## config.mk

```make
export PLATFORM = sky130hd
export DESIGN_NAME = ysyx_22050710_trap_ctrl
export DESIGN_NICKNAME = d
export VERILOG_FILES = /design/src/rtl/ysyx_22050710_trap_ctrl.sv
export SDC_FILE = /design/constraint.sdc
export NUM_CORES = 1
export LEC_CHECK = 0
export CAP_MARGIN = 30
export CORE_ASPECT_RATIO = 1.1
export CORE_MARGIN = 2
export CORE_UTILIZATION = 30
export CTS_BUF_LIST = sky130_fd_sc_hd__clkbuf_16
export DETAILED_ROUTE_END_ITERATION = 10
export PLACE_DENSITY = 0.66
export RECOVER_POWER = 25
export SLEW_MARGIN = 20
export SYNTH_ARGS = -nofsm -noshare
export SYNTH_HDL_FRONTEND = slang
export SYNTH_SLANG_ARGS = --single-unit
```

## constraint.sdc

```tcl
create_clock -name i_clk -period 6.3 [get_ports i_clk]
set_clock_uncertainty 0.05 [all_clocks]
set_input_delay 1.26 -clock i_clk [delete_from_list [all_inputs] [get_ports i_clk]]
set_output_delay 1.26 -clock i_clk [all_outputs]
set_load 0.03 [all_outputs]
```

## src/rtl/ysyx_22050710_trap_ctrl.sv

```systemverilog
// ysyx_22050710_trap_ctrl
//   Trap sequencer between the ID-stage CSR file and the IF-stage PC mux.
//   It takes ecall/mret from decode and pulses the CSR file's epu bus for
//   one cycle. Next it captures the trap target from mtvec or mepc. Last,
//   it holds a valid/ready PC redirect to fetch until fetch takes it.
//   Decode is back-pressured and younger instructions are flushed while a
//   trap is in flight.
//
//   Optional feature: define YSYX_22050710_TRAP_CNT_EN to build the
//   retired-ecall / retired-mret counters. When it is undefined, both
//   counter ports are tied to zero.
module ysyx_22050710_trap_ctrl #(
  parameter int DATA_WIDTH = 64,
  parameter int CNT_WIDTH  = 32
) (
  input  logic                  i_clk,
  input  logic                  i_rst,
  // decode request
  input  logic                  i_valid,
  output logic                  o_ready,
  input  logic                  i_ecall,
  input  logic                  i_mret,
  input  logic [DATA_WIDTH-1:0] i_pc,
  // CSR file epu bus
  output logic                  o_ecall_sel,
  output logic                  o_mret_sel,
  output logic [DATA_WIDTH-1:0] o_epc,
  input  logic [DATA_WIDTH-1:0] i_mtvec,
  input  logic [DATA_WIDTH-1:0] i_mepc,
  // pipeline control
  output logic                  o_flush,
  // redirect to fetch
  output logic                  o_redirect_valid,
  input  logic                  i_redirect_ready,
  output logic [DATA_WIDTH-1:0] o_redirect_pc,
  // retired-trap counters (optional feature)
  output logic [CNT_WIDTH-1:0]  o_ecall_cnt,
  output logic [CNT_WIDTH-1:0]  o_mret_cnt
);

  typedef enum logic [1:0] {
    S_IDLE     = 2'd0,
    S_CSR_WR   = 2'd1,
    S_REDIRECT = 2'd2
  } state_e;

  typedef enum logic {
    K_MRET  = 1'b0,
    K_ECALL = 1'b1
  } kind_e;

  // Clearing the two mtvec mode bits gives the direct-mode trap base.
  localparam logic [DATA_WIDTH-1:0] MTVEC_BASE_MASK = {{(DATA_WIDTH-2){1'b1}}, 2'b00};

  state_e                state_q,  state_d;
  kind_e                 kind_q,   kind_d;
  logic [DATA_WIDTH-1:0] pc_q,     pc_d;
  logic [DATA_WIDTH-1:0] target_q, target_d;

  logic req_trap;
  logic handshake;

  // A request is a trap only if it carries ecall or mret. Other valid
  // instructions go through untouched.
  assign req_trap  = i_valid & (i_ecall | i_mret);
  assign handshake = (state_q == S_REDIRECT) & i_redirect_ready;

  // State and transaction registers. Async reset returns to IDLE and drops any pending redirect.
  // NOTE: state uses non-blocking assignments so every flop samples pre-edge values; blocking here would create order-dependent races.
  always_ff @(posedge i_clk or posedge i_rst) begin
    if (i_rst) begin
      state_q  <= S_IDLE;
      kind_q   <= K_MRET;
      pc_q     <= '0;
      target_q <= '0;
    end else begin
      state_q  <= state_d;
      kind_q   <= kind_d;
      pc_q     <= pc_d;
      target_q <= target_d;
    end
  end

  // Next-state, capture logic and Moore outputs decoded from the current state.
  // NOTE: every signal gets a default before the case so no path leaves it unassigned, which would infer a latch.
  always_comb begin
    state_d          = state_q;
    kind_d           = kind_q;
    pc_d             = pc_q;
    target_d         = target_q;

    o_ready          = 1'b0;
    o_ecall_sel      = 1'b0;
    o_mret_sel       = 1'b0;
    o_flush          = 1'b0;
    o_epc            = '0;
    o_redirect_valid = 1'b0;
    o_redirect_pc    = '0;

    unique case (state_q)
      S_IDLE: begin
        o_ready = 1'b1;
        if (req_trap) begin
          // ecall wins when both are flagged.
          kind_d  = i_ecall ? K_ECALL : K_MRET;
          pc_d    = i_pc;
          state_d = S_CSR_WR;
        end
      end

      S_CSR_WR: begin
        o_ecall_sel = (kind_q == K_ECALL);
        o_mret_sel  = (kind_q == K_MRET);
        o_flush     = 1'b1;
        o_epc       = pc_q;
        // The CSR file presents mtvec/mepc this cycle. Capture the target
        // now so the redirect address stays fixed while it is held.
        target_d    = (kind_q == K_ECALL) ? (i_mtvec & MTVEC_BASE_MASK) : i_mepc;
        state_d     = S_REDIRECT;
      end

      S_REDIRECT: begin
        o_redirect_valid = 1'b1;
        o_redirect_pc    = target_q;
        // No timeout: the redirect stays valid until fetch accepts it.
        if (i_redirect_ready) begin
          state_d = S_IDLE;
        end
      end

      default: begin
        state_d = S_IDLE;
      end
    endcase
  end

`ifdef YSYX_22050710_TRAP_CNT_EN
  logic [CNT_WIDTH-1:0] ecall_cnt_q, ecall_cnt_d;
  logic [CNT_WIDTH-1:0] mret_cnt_q,  mret_cnt_d;

  // A trap counts as retired on its redirect handshake. Counters wrap freely.
  always_comb begin
    ecall_cnt_d = ecall_cnt_q;
    mret_cnt_d  = mret_cnt_q;
    if (handshake) begin
      if (kind_q == K_ECALL) begin
        ecall_cnt_d = ecall_cnt_q + 1'b1;
      end else begin
        mret_cnt_d  = mret_cnt_q + 1'b1;
      end
    end
  end

  // Counter registers, cleared by reset.
  always_ff @(posedge i_clk or posedge i_rst) begin
    if (i_rst) begin
      ecall_cnt_q <= '0;
      mret_cnt_q  <= '0;
    end else begin
      ecall_cnt_q <= ecall_cnt_d;
      mret_cnt_q  <= mret_cnt_d;
    end
  end

  assign o_ecall_cnt = ecall_cnt_q;
  assign o_mret_cnt  = mret_cnt_q;
`else
  // Counters not built. handshake has no other consumer in this build.
  logic unused_handshake;
  assign unused_handshake = handshake;
  assign o_ecall_cnt      = '0;
  assign o_mret_cnt       = '0;
`endif

endmodule
```

==> flow_metrics.tcl <==
set metrics [dict create \
    maxCapViolCount 2 \
    fin_crit_ns 4.79 \
    portBuffers 328 \
    status "complete, but fails checks" \
    vdd_ir_drop_max_v 0.000180 \
    final_area_um2 10600 \
    crit_arrival_ns 3.48 \
    drcViolationCount 0 \
    h-tree-depth 4 \
    grt_setup_unrepaired "false" \
    crit_chain "nand2b_1 > inv_1 > buf_4 > and2_1 > clkdlybuf4s50_1" \
    num_antenna_cells 0 \
    grt_overflow 0 \
    fmax_ghz 0.209 \
    power_density_nw_per_um2 371 \
    num_vias 5168 \
    syn_area_per_cell_um2 10.7 \
    synth.top_cells.by_area "dfrtp_1 48%, and2_1 12%, mux2i_1 9.2%" \
    setup-tns-final_ns 0 \
    dp.cells 1218 \
    start_util_pct 30.6 \
    fp.dieW_um 147 \
    tightest_slew_ns 1.82 \
    cts_setup_buffers 0 \
    drtIter0Drc 145 \
    clk_latency_ns 0.40 \
    cts_resized 0 \
    fillers 2086 \
    crit_path_start_kind "flip-flop" \
    crit_required_ns 4.99 \
    cts.clk_slew.worst_paths_ns 0.06 \
    synth_cell_types 20 \
    cpMaxStageDelayCell "nand2b_1" \
    end_kind "primary output" \
    stdcell_count 1251 \
    final-hold-violation-count 0 \
    dr_wl_met2_um 8930 \
    cts_made_buffers 17 \
    highest_layer "met4" \
    drive_above_1_share_pct 7.01 \
    min_path_type "flip-flop to flip-flop" \
    rows 57 \
    route.antenna.remaining_nets 0 \
    netlist.area_leader.share_pct 48.4 \
    wl_met3_um 2100 \
    critPathBufInv 3 \
    drt-vias-per-instance 4.13 \
    area_growth_pct 57.3 \
    place_area_um2 10000 \
    gr-usage-all-layers_pct 15.4 \
    dieHeight_um 162 \
    gp_congestion 0.736 \
    cts.root.buffer_cell "clkbuf_16" \
    cpPeakStageDelay_ns 1.00 \
    critPathKind "flip-flop to primary output" \
    grt_pass1_wl_um 28900 \
    violations "max-capacitance violations, max-slew violations" \
    drv_slew 93 \
    wire_per_inst_um 14.9 \
    hold_buffers 0 \
    dp_hpwl_um 13600 \
    layout.nets 1142 \
    path_delay_family "buffers and inverters" \
    ys_seq_elements 131 \
    cts_sinks 131 \
    ys_seq_area_share_pct 48.4 \
    pin_count 395 \
    dieArea_um2 23800 \
    relSlewSlack_pct -21.4 \
    antenna_found_initial 0 \
    final-setup-viol-count 0 \
    grt_max_degree 92 \
    drt-total-wl_um 18700 \
    fin_crit_sh_pct 76.1 \
    drt-pass1-iter-count 4 \
    clockBufferDepth 2 \
    core_um2 22100 \
    ys_warn_count 0 \
    cp_max_fo 68 \
    synthCells 634 \
    grt_pass1_vias 5233 \
    cts_tree "yes" \
    m1WireLength_um 7470 \
    syn_area_um2 6770 \
    synth_largest_area_cell "dfrtp_1" \
    p_leak_uw 0.00462 \
]
## cell type report
cell class	count	area [um^2]	share of cell area [%]
multi-input combinational	457	3030	28.5
clock inverter	14	164	1.54
clock buffer	17	425	4.00
inverter	2	8.76	0.0823
tap	295	369	3.47
sequential	131	3280	30.8
timing repair buffer	335	3370	31.6
## worst paths after layout
kind                       slack, ns         from            to  cells after the start
max                             1.51   state_q[1]     o_epc[21]                      5
min                             0.41  target_q[1]   target_q[1]                      2
max reg2reg                     3.38   state_q[1]  target_q[36]                      3
min reg2reg                     0.41  target_q[1]   target_q[1]                      2
max in group asynchronous       3.27        i_rst      pc_q[32]                      3
min in group asynchronous       1.68        i_rst       pc_q[5]                      2
## stage by stage
stage | hold slack [ns] | worst slack (ns) | total power, uW | utilization, %
2_1_floorplan | 0.380 | 1.49 | 2430 | -
3_3_place_gp | 0.398 | 2.52 | 2960 | 45.3
3_5_place_dp | 0.402 | 2.54 | 3000 | 45.3
4_1_cts | 0.417 | 2.09 | 4020 | 48.0
5_1_grt | 0.443 | 1.12 | 4210 | 48.2
6_report | 0.410 | 1.51 | 3950 | 48.2
## flip-flops by register name (all words and copies together) (netlist names)
register / cells
target_q: 64
pc_q: 64
state_q: 2
kind_q: 1
## placed cells by master (no fill, tap or decap), types with 2 or more instances in the layout
cell,instances
clkdlybuf4s50_1,327
dfrtp_1,130
and2_1,129
nand2_1,67
conb_1,64
mux2i_1,62
o21ai_0,62
mux2_1,39
mux2_2,26
clkbuf_16,17
buf_4,5
clkinvlp_4,4
bufinv_16,3
nand2b_1,2
inv_1,2
nand3b_1,2
inv_6,2
clkinv_2,2
## cell usage after synthesis
cell	number
inv_1	2
nand2_1	67
buf_2	10
mux2_2	26
conb_1	1
nand3b_1	2
o211a_1	1
mux2i_1	62
clkbuf_1	23
dfrtp_1	131
nor2_1	1
clkbuf_2	1
mux2_1	39
nor2b_1	1
o21ai_0	62
buf_4	69
nand2b_1	2
nor2_2	1
buf_6	4
and2_1	129
## layer usage
layer	track usage, %	up-vias
met1	17.7	2347
li1	-	2565
met5	0	-
met2	26.0	246
met4	4.11	0
met3	7.23	10
## cell families after synthesis
kind of cell / count (synthesis) / share of synthesized area, %
buffers and inverters: 109 / 10.5
AND/OR/NAND/NOR: 203 / 16.3
AO/OA/AOI/OAI: 63 / 4.73
multiplexers: 127 / 20.0
flip-flops: 131 / 48.4
other: 1 / 0.0554
## where the power goes
group / internal, uW / switching, uW / leakage [uW]
logic: 727 / 818 / 0.00277
registers: 1210 / 199 / 0.00158
clock network: 619 / 376 / 0.000280
## worst reg2reg max path: stages, from the launching register on
cell and delay, ns:
dfrtp_1 0.37, nand2b_1 1.35, buf_4 0.73, o21ai_0 0.27
Power figures use the tool's default switching activity.
